$ cat src/rtl/pipe_pkg.sv
`default_nettype none
// ============================================================================
// Module      : pipe_pkg
// Description : Shared definitions for the MIPS inter-stage pipeline registers:
//               control-word field layout, reset PC and packing helpers.
// Revision    : 1.0 - initial release
// ============================================================================
package pipe_pkg;

  localparam logic [31:0] RESET_PC = 32'h0000_3000;

  // Control word field layout, LSB first
  localparam int WRITEREG_LSB  = 0;
  localparam int WRITEREG_W    = 5;
  localparam int MEMTOREG_LSB  = 5;
  localparam int MEMTOREG_W    = 3;
  localparam int REGWRITE_BIT  = 8;
  localparam int OPCODE_LSB    = 9;
  localparam int OPCODE_W      = 6;
  localparam int FUNCT_LSB     = 15;
  localparam int FUNCT_W       = 6;
  localparam int CTRL_FIELDS_W = 21;

  typedef struct packed {
    logic [FUNCT_W-1:0]    funct;
    logic [OPCODE_W-1:0]   opcode;
    logic                  reg_write;
    logic [MEMTOREG_W-1:0] mem_to_reg;
    logic [WRITEREG_W-1:0] write_reg;
  } ctrl_t;

  function automatic logic [CTRL_FIELDS_W-1:0] pack_ctrl(input ctrl_t c);
    return c;
  endfunction

  function automatic ctrl_t unpack_ctrl(input logic [CTRL_FIELDS_W-1:0] w);
    return ctrl_t'(w);
  endfunction

endpackage : pipe_pkg
`default_nettype wire

$ cat src/rtl/pipe_slot.sv
`default_nettype none
// ============================================================================
// Module      : pipe_slot
// Description : One pipeline entry: valid bit plus pc/ctrl/data registers with
//               load, clear (clear wins) and asynchronous reset.
// Revision    : 1.0 - initial release
// ============================================================================
module pipe_slot #(
  parameter int          DATA_W   = 96,
  parameter int          CTRL_W   = 24,
  parameter logic [31:0] RESET_PC = 32'h0000_3000
) (
  input  logic              clk,
  input  logic              rst,
  input  logic              i_load,
  input  logic              i_clear,
  input  logic [31:0]       i_pc,
  input  logic [CTRL_W-1:0] i_ctrl,
  input  logic [DATA_W-1:0] i_data,
  output logic              o_valid,
  output logic [31:0]       o_pc,
  output logic [CTRL_W-1:0] o_ctrl,
  output logic [DATA_W-1:0] o_data
);
  import pipe_pkg::*;

  logic              r_valid;
  logic [31:0]       r_pc;
  logic [CTRL_W-1:0] r_ctrl;
  logic [DATA_W-1:0] r_data;

  always_ff @(posedge clk or posedge rst) begin
    if (rst) begin
      r_valid <= 1'b0;
    end else if (i_clear) begin
      r_valid <= 1'b0;
    end else if (i_load) begin
      r_valid <= 1'b1;
    end
  end

  // Payload holds through a clear so bubbles keep the last pc/data visible
  always_ff @(posedge clk or posedge rst) begin
    if (rst) begin
      r_pc   <= RESET_PC;
      r_ctrl <= '0;
      r_data <= '0;
    end else if (i_load && !i_clear) begin
      r_pc   <= i_pc;
      r_ctrl <= i_ctrl;
      r_data <= i_data;
    end
  end

  assign o_valid = r_valid;
  assign o_pc    = r_pc;
  assign o_ctrl  = r_ctrl;
  assign o_data  = r_data;

endmodule : pipe_slot
`default_nettype wire

$ cat src/rtl/pipe_stage_reg.sv
`default_nettype none
// ============================================================================
// Module      : pipe_stage_reg
// Description : Generic valid/ready pipeline register with flush, bubble
//               zeroing of the control word and an optional skid entry.
// Revision    : 1.0 - initial release
// ============================================================================
module pipe_stage_reg #(
  parameter int          DATA_W   = 96,
  parameter int          CTRL_W   = 24,
  parameter int          SKID     = 1,
  parameter logic [31:0] RESET_PC = pipe_pkg::RESET_PC
) (
  input  logic              clk,
  input  logic              reset,
  input  logic              in_valid,
  output logic              in_ready,
  input  logic [31:0]       in_pc,
  input  logic [CTRL_W-1:0] in_ctrl,
  input  logic [DATA_W-1:0] in_data,
  output logic              out_valid,
  input  logic              out_ready,
  output logic [31:0]       out_pc,
  output logic [CTRL_W-1:0] out_ctrl,
  output logic [DATA_W-1:0] out_data,
  input  logic              flush,
  output logic [1:0]        occupancy
);
  import pipe_pkg::*;

  logic              w_xfer_in;
  logic              w_xfer_out;

  logic              w_main_valid;
  logic [31:0]       w_main_pc;
  logic [CTRL_W-1:0] w_main_ctrl;
  logic [DATA_W-1:0] w_main_data;
  logic              w_main_load;
  logic              w_main_clear;
  logic [31:0]       w_main_pc_d;
  logic [CTRL_W-1:0] w_main_ctrl_d;
  logic [DATA_W-1:0] w_main_data_d;

  logic              w_skid_valid;
  logic [31:0]       w_skid_pc;
  logic [CTRL_W-1:0] w_skid_ctrl;
  logic [DATA_W-1:0] w_skid_data;
  logic              w_skid_load;
  logic              w_skid_clear;
  logic              w_sel_skid;

  assign w_xfer_in  = in_valid && in_ready;
  assign w_xfer_out = w_main_valid && out_ready;

  generate
    if (SKID != 0) begin : g_skid
      // in_ready comes straight from the skid valid flop: no path from out_ready
      assign in_ready = !w_skid_valid;

      always_comb begin
        w_main_load  = 1'b0;
        w_skid_load  = 1'b0;
        w_main_clear = flush;
        w_skid_clear = flush;
        w_sel_skid   = 1'b0;
        if (w_xfer_out && w_skid_valid) begin
          w_main_load  = 1'b1;
          w_sel_skid   = 1'b1;
          w_skid_clear = 1'b1;
        end else if (w_xfer_in && (!w_main_valid || w_xfer_out)) begin
          w_main_load  = 1'b1;
        end else if (w_xfer_in) begin
          w_skid_load  = 1'b1;
        end else if (w_xfer_out) begin
          w_main_clear = 1'b1;
        end
      end

      pipe_slot #(
        .DATA_W   (DATA_W),
        .CTRL_W   (CTRL_W),
        .RESET_PC (RESET_PC)
      ) u_skid (
        .clk     (clk),
        .rst     (reset),
        .i_load  (w_skid_load),
        .i_clear (w_skid_clear),
        .i_pc    (in_pc),
        .i_ctrl  (in_ctrl),
        .i_data  (in_data),
        .o_valid (w_skid_valid),
        .o_pc    (w_skid_pc),
        .o_ctrl  (w_skid_ctrl),
        .o_data  (w_skid_data)
      );
    end else begin : g_no_skid
      assign in_ready     = !w_main_valid || out_ready;
      assign w_main_load  = w_xfer_in;
      assign w_main_clear = flush || (w_xfer_out && !w_xfer_in);
      assign w_skid_load  = 1'b0;
      assign w_skid_clear = 1'b0;
      assign w_sel_skid   = 1'b0;
      assign w_skid_valid = 1'b0;
      assign w_skid_pc    = '0;
      assign w_skid_ctrl  = '0;
      assign w_skid_data  = '0;
    end
  endgenerate

  assign w_main_pc_d   = w_sel_skid ? w_skid_pc   : in_pc;
  assign w_main_ctrl_d = w_sel_skid ? w_skid_ctrl : in_ctrl;
  assign w_main_data_d = w_sel_skid ? w_skid_data : in_data;

  pipe_slot #(
    .DATA_W   (DATA_W),
    .CTRL_W   (CTRL_W),
    .RESET_PC (RESET_PC)
  ) u_main (
    .clk     (clk),
    .rst     (reset),
    .i_load  (w_main_load),
    .i_clear (w_main_clear),
    .i_pc    (w_main_pc_d),
    .i_ctrl  (w_main_ctrl_d),
    .i_data  (w_main_data_d),
    .o_valid (w_main_valid),
    .o_pc    (w_main_pc),
    .o_ctrl  (w_main_ctrl),
    .o_data  (w_main_data)
  );

  // A bubble must never present RegWrite/MemWrite downstream
  assign out_valid = w_main_valid;
  assign out_pc    = w_main_pc;
  assign out_data  = w_main_data;
  assign out_ctrl  = w_main_valid ? w_main_ctrl : '0;
  assign occupancy = {1'b0, w_main_valid} + {1'b0, w_skid_valid};

endmodule : pipe_stage_reg
`default_nettype wire
$ cat config.mk
export PLATFORM = sky130hd
export DESIGN_NAME = pipe_stage_reg
export DESIGN_NICKNAME = d
export VERILOG_FILES = /design/src/rtl/pipe_pkg.sv /design/src/rtl/pipe_slot.sv /design/src/rtl/pipe_stage_reg.sv
export SDC_FILE = /design/constraint.sdc
export NUM_CORES = 1
export LEC_CHECK = 0
export CORE_UTILIZATION = 50
export CTS_CLUSTER_SIZE = 40
export DETAILED_ROUTE_END_ITERATION = 6
export PLACE_DENSITY_LB_ADDON = 0.3
export SKIP_LAST_GASP = 1
export SYNTH_ARGS = -nofsm -noshare
export SYNTH_HDL_FRONTEND = slang
export SYNTH_SLANG_ARGS = --single-unit
export TNS_END_PERCENT = 1
$ cat constraint.sdc
create_clock -name clk -period 11.7 [get_ports clk]
set_clock_uncertainty 0.1 [all_clocks]
set_input_delay 1.17 -clock clk [delete_from_list [all_inputs] [get_ports clk]]
set_output_delay 1.17 -clock clk [all_outputs]
set_load 0.01 [all_outputs]
==> flow_metrics.env, run 1 <==
export IMPL_setup_viol_count_final=0
export IMPL_crit_arrival_ns=4.58
export IMPL_status="complete, but fails checks"
export IMPL_cts_tree="yes"
export IMPL_setup_tns_final_ns=0
export IMPL_antenna_found_initial=2
export IMPL_dp_slack_ns=6.881
export IMPL_netlist_cell_type_count=19
export IMPL_cts_root_buf="clkbuf_16"
export IMPL_core_area_mm2=0.02613
export IMPL_stdcell_count=1518
export IMPL_post_drt_wl_per_cell_um=18.77
export IMPL_worst_skew_pair_late_latency_ns=0.49
export IMPL_grt_max_degree=85
export IMPL_syn_num_nets=1010
export IMPL_finalInstanceArea_mm2=0.01781
export IMPL_register_area_mm2=0.007662
export IMPL_cts_buffer_depth=3
export IMPL_num_vias=7994
export IMPL_via_per_inst=5.266
export IMPL_synth_area_leaders="dfrtp_1 (56%), mux2_2 (26%), mux2_1 (12%), and2_1 (1.1%), buf_4 (0.90%)"
export IMPL_netlist_area_leader_share_pct=56.45
export IMPL_ant_nets=0
export IMPL_min_period_over_period_pct=36.74
export IMPL_hold_viol_final=0
export IMPL_hold_start="g_skid.u_skid.o_pc[25]$_DFFE_PP0P_"
export IMPL_clk_pin_slew_ns=0.06
export IMPL_io_pins=313
export IMPL_cts_hold_buf=0
export IMPL_cp_startpoint="out_ready"
export IMPL_rr_endpoint="u_main.o_data[49]$_DFFE_PP0P_"
export IMPL_drc=44
export IMPL_r2r_start="u_main.o_valid$_DFFE_PP0P_"
export IMPL_fin_util_pct=68.17
export IMPL_rows=59
export IMPL_r2r_setup_slack_ns=7.66
export IMPL_start_kind="primary input"
export IMPL_ys_ff_latch=306
export IMPL_cts_buffers=34
export IMPL_violations="DRC"
export IMPL_dp_cells=1456
export IMPL_power_density_mw_per_mm2=176.4
export IMPL_drtPass1Iterations=6
export IMPL_layout_drive_gt1_share_pct=32.15
export IMPL_synth_avg_cell_area_um2=15.71
export IMPL_die_h_um=165.6
export IMPL_syn_area_mm2=0.01339
export IMPL_maxSlewViolCount=0
export IMPL_fin_nets=1315
export IMPL_min_to="g_skid.u_skid.o_pc[25]$_DFFE_PP0P_"
export IMPL_timing_hold_ws_ns=0.3788
export IMPL_fmax_mhz=232.6
export IMPL_min_period_ns=4.298
export IMPL_worstRegToRegCells=5
export IMPL_power_leakage_nw=7.458
export IMPL_critPathMaxFanout=72
export IMPL_cp_data_required_time_ns=11.98
export IMPL_dieArea_mm2=0.02743
export IMPL_critPathCaptureType="register"
export IMPL_cts_setup_buffers=0
export IMPL_ir_drop_v=0.0001362
export IMPL_tightest_slew_ns=1.047
export IMPL_grt_overflow_total=0
export IMPL_start_util_pct=51.23
export IMPL_hold_path_class="register to register"
export IMPL_grt_pass1_wl_um=46980
export IMPL_ys_seq_area_share_pct=57.23
export IMPL_gp_congestion=0.7304
export IMPL_path_class="primary input to register"
export IMPL_slew_headroom_pct=29.97
export IMPL_multiInputGateArea_mm2=0.005389
export IMPL_setup_slack_ns=7.402
export IMPL_clock_sinks=306
export IMPL_nFillCells=1899
export IMPL_ys_warn_count=0
export IMPL_routed_wirelength_um=28500
export IMPL_die_w_um=165.6
export IMPL_htreeDepth=2
export IMPL_rsz0062_at_grt="false"
export IMPL_syn2layout_area_growth_pct=33.06
export IMPL_postPlaceCellArea_mm2=0.01668
export IMPL_synth_largest_area_cell="dfrtp_1"
export IMPL_port_buffer_count=312
export IMPL_grt_usage_pct=21.38
export IMPL_holdPathStages=1
export IMPL_synthCells=852
export IMPL_post_cts_resized=0
export IMPL_first_global_vias=8583
export IMPL_detailed_place_hpwl_um=18490
export IMPL_power_mw=3.142
export IMPL_drtIter0Drc=361
export IMPL_cap_violations=0
worst max path at each step:
stage	endpoint	slack, ns
after floorplan	g_skid.u_skid.o_ctrl[0]$_DFFE_PP0P_	1.98
after global placement	u_main.o_data[15]$_DFFE_PP0P_	6.91
after detailed placement	u_main.o_data[49]$_DFFE_PP0P_	6.88
after CTS	u_main.o_data[49]$_DFFE_PP0P_	7.40
after global routing	u_main.o_data[13]$_DFFE_PP0P_	7.21
final	u_main.o_data[49]$_DFFE_PP0P_	7.40
registers in the layout, indices dropped and copies added (netlist names):
name and flops:
g_skid.u_skid.o_data 96, u_main.o_data 96, g_skid.u_skid.o_ctrl 24, g_skid.u_skid.o_pc 32, u_main.o_ctrl 24, u_main.o_pc 32, g_skid.u_skid.o_valid 1, u_main.o_valid 1
routing by layer:
layer  vias up  track usage, %  wire [µm]
li1       3660               -          -
met5         -               0          0
met3        44           7.479       2692
met2       243           34.58      13520
met4         0           6.623        677
met1      4047           27.05      11610
report_power, final:
group | total (mW) | internal (mW) | leakage [nW] | switching, mW
logic | 0.649 | 0.417 | 3.23 | 0.232
clock network | 1.06 | 0.652 | 0.559 | 0.410
registers | 1.43 | 1.31 | 3.67 | 0.118
total | 3.14 | 2.38 | 7.46 | 0.760
cell type report:
class                           count  share of cell area, %
Tap cell                          335                  2.353
Clock buffer                       52                  5.795
Clock inverter                      9                 0.5338
Inverter                            4                 0.1264
Multi-Input combinational cell    490                  30.25
Antenna cell                        1                0.01405
Sequential cell                   306                  43.01
Timing Repair Buffer              321                  17.91
synthesized netlist by cell type:
master    instances
a21oi_1           1
a31o_2            1
and2_1           24
buf_1             2
buf_2            17
buf_4            16
buf_6             9
clkbuf_1          8
dfrtp_1         302
dfstp_2           4
ha_1              1
inv_1             4
mux2_1          145
mux2_2          311
nand2b_1          3
nand3_2           1
nor3_2            1
o2111a_1          1
o21ai_0           1
worst max-delay path, cell delays in order:
cell	delay (ns)
clkdlybuf4s50_1	0.54
nand2b_1	0.22
o2111a_4	0.60
buf_4	0.64
buf_4	0.85
mux2_2	0.42
cells in the final DEF (no fill, tap or decap), types with 2 or more instances in the layout:
cell type / count
clkbuf_1: 10
clkbuf_16: 37
mux2_2: 311
dfrtp_1: 302
clkinv_2: 7
buf_4: 9
inv_1: 3
mux2_1: 145
bufinv_16: 2
clkbuf_8: 5
clkdlybuf4s50_1: 312
dfstp_2: 4
nand2b_1: 3
and2_1: 24
cells by family after synthesis:
group / after synthesis / share of synthesized area [%]
buffers and inverters: 56 / 2.682
DFF: 306 / 57.23
muxes: 456 / 38.36
adders and majority gates: 1 / 0.09344
AOI/OAI and AO/OA: 4 / 0.2242
and+or+nand+nor: 29 / 1.411
(Power assumes the default switching activity.)
==> run 2, diff against run 1 <==
Clock period 11.7 ns to 4.2 ns, I/O delays scaled along.
==> flow_metrics.env, run 2 (synthesis results as in run 1) <==
export IMPL_status="complete, but fails checks"
export IMPL_violations="DRC"
export IMPL_first_global_vias=8803
export IMPL_setup_slack_ns=1.586
export IMPL_power_leakage_nw=7.524
export IMPL_die_w_um=165.6
export IMPL_clk_pin_slew_ns=0.06
export IMPL_min_period_ns=2.614
export IMPL_postPlaceCellArea_mm2=0.01682
export IMPL_layout_drive_gt1_share_pct=32.52
export IMPL_tightest_slew_ns=0.7934
export IMPL_io_pins=313
export IMPL_dp_cells=1462
export IMPL_fmax_mhz=382.5
export IMPL_cts_tree="yes"
export IMPL_port_buffer_count=312
export IMPL_cts_buffers=34
export IMPL_critPathMaxFanout=41
export IMPL_p_int_mw=6.741
export IMPL_grt_max_degree=88
export IMPL_ir_drop_v=0.0003811
export IMPL_maxSlewViolCount=0
export IMPL_num_vias=8004
export IMPL_post_cts_resized=0
export IMPL_nFillCells=1866
export IMPL_worst_skew_pair_late_latency_ns=0.50
export IMPL_detailed_place_hpwl_um=19160
export IMPL_min_period_over_period_pct=62.25
export IMPL_cp_top_family="buffers and inverters"
export IMPL_cts_hold_buf=0
export IMPL_ant_nets=0
export IMPL_dp_slack_ns=1.202
export IMPL_fin_nets=1321
export IMPL_p_clk_share_pct=34.5
export IMPL_htreeDepth=2
export IMPL_drtPass1Iterations=6
export IMPL_stdcell_count=1523
export IMPL_dieArea_mm2=0.02743
export IMPL_critPathMaxStageDelay_ns=0.62
export IMPL_rsz0062_at_grt="false"
export IMPL_path_common_cell="buf_4"
export IMPL_cp_startpoint="u_main.o_valid$_DFFE_PP0P_"
export IMPL_routed_wirelength_um=29270
export IMPL_pwr_share_seq_pct=44.9
export IMPL_cts_buffer_depth=3
export IMPL_core_area_mm2=0.02613
export IMPL_finalInstanceArea_mm2=0.01800
export IMPL_p_sw_share_pct=24.10
export IMPL_grt_usage_pct=22.08
export IMPL_gp_congestion=0.7554
export IMPL_grt_overflow_total=0
export IMPL_drc=46
export IMPL_final_common_cell="clkdlybuf4s50_1"
export IMPL_start_util_pct=51.23
export IMPL_cp_data_required_time_ns=4.48
export IMPL_rows=59
export IMPL_worst_path_buf_inv=2
export IMPL_cts_root_buf="clkbuf_16"
export IMPL_fin_util_pct=68.86
export IMPL_setup_viol_count_final=0
export IMPL_power_density_mw_per_mm2=493.6
export IMPL_crit_slowest_cell="buf_4"
export IMPL_crit_arrival_ns=2.89
export IMPL_hold_path_class="primary input to asynchronous set/reset pin"
export IMPL_syn2layout_area_growth_pct=34.42
export IMPL_power_mw=8.882
export IMPL_via_per_inst=5.255
export IMPL_path_class="register to register"
export IMPL_crit_chain="buf_4, nand3_4, buf_4, mux2_2, mux2_1"
export IMPL_timing_hold_ws_ns=0.3143
export IMPL_setup_tns_final_ns=0
export IMPL_critPathCaptureType="register"
export IMPL_r2r_start="u_main.o_valid$_DFFE_PP0P_"
export IMPL_antenna_found_initial=1
export IMPL_slew_headroom_pct=46.99
export IMPL_drtIter0Drc=423
export IMPL_clock_sinks=306
export IMPL_cap_violations=0
export IMPL_cts_setup_buffers=0
export IMPL_post_drt_wl_per_cell_um=19.22
export IMPL_die_h_um=165.6
export IMPL_p_comb_share_pct=20.6
export IMPL_hold_viol_final=0
export IMPL_grt_pass1_wl_um=48620
export IMPL_mostFrequentLayoutCells="clkdlybuf4s50_1 (312), mux2_2 (311), dfrtp_1 (302)"
export IMPL_p_sw_mw=2.141
export IMPL_start_kind="register"
## run 2: cell count changes in the layout (fill, tap and decap cells not counted), moves of 2 or more
| cell | delta |
|---|---|
| clkinv_2 | -4 |
| buf_12 | +8 |
| clkinvlp_4 | +2 |
| clkbuf_8 | +2 |
| buf_4 | -2 |
## run 2: final cells by class
type                       instances  area [µm²]  area share [%]
sequential                       306        7662           42.58
multi-input combinational        490        5389           29.95
timing repair buffer             327        3336           18.54
clock buffer                      53        1056           5.868
tap                              335       419.2           2.329
clock inverter                     7       112.6          0.6257
inverter                           4       18.77          0.1043
antenna                            1       2.502         0.01391
## run 2: path summary, 6_finish.rpt
path                                                      end  slack, ns  cells past startpoint
min in group clk           g_skid.u_skid.o_pc[18]$_DFFE_PP0P_       0.38                      1
setup / recovery                u_main.o_data[23]$_DFFE_PP0P_       1.59                      5
hold / removal                  u_main.o_data[79]$_DFFE_PP0P_       0.31                      2
hold reg to reg            g_skid.u_skid.o_pc[18]$_DFFE_PP0P_       0.38                      1
max in group asynchronous       u_main.o_data[48]$_DFFE_PP0P_       2.61                      3
setup reg to reg                u_main.o_data[23]$_DFFE_PP0P_       1.59                      5
## run 2: worst reg2reg max path, cell delays in order (launching register included)
cell and delay, ns:
dfrtp_1 0.36, buf_4 0.23, nand3_4 0.44, buf_4 0.65, mux2_2 0.43, mux2_1 0.29
## run 2: power groups by stage
stage                     clock (mW)  combinational, mW  sequential, mW
after global placement             0               1.80            4.00
after CTS                       3.14               1.85            4.00
after detailed placement           0               1.84            4.04
final                           3.06               1.83            3.99
after global routing            3.27               1.96            4.09
after floorplan                    0              0.810            4.09
## run 2: metal layers
| metal | wire length, µm | share of wire [%] | track usage (%) | up-vias |
|---|---|---|---|---|
| li1 | - | - | - | 3688 |
| met3 | 2533 | 8.7 | 7.073 | 50 |
| met2 | 13900 | 47 | 36.18 | 239 |
| met5 | 0 | 0 | 0 | - |
| met1 | 12190 | 42 | 28.31 | 4027 |
| met4 | 652 | 2.2 | 5.892 | 0 |
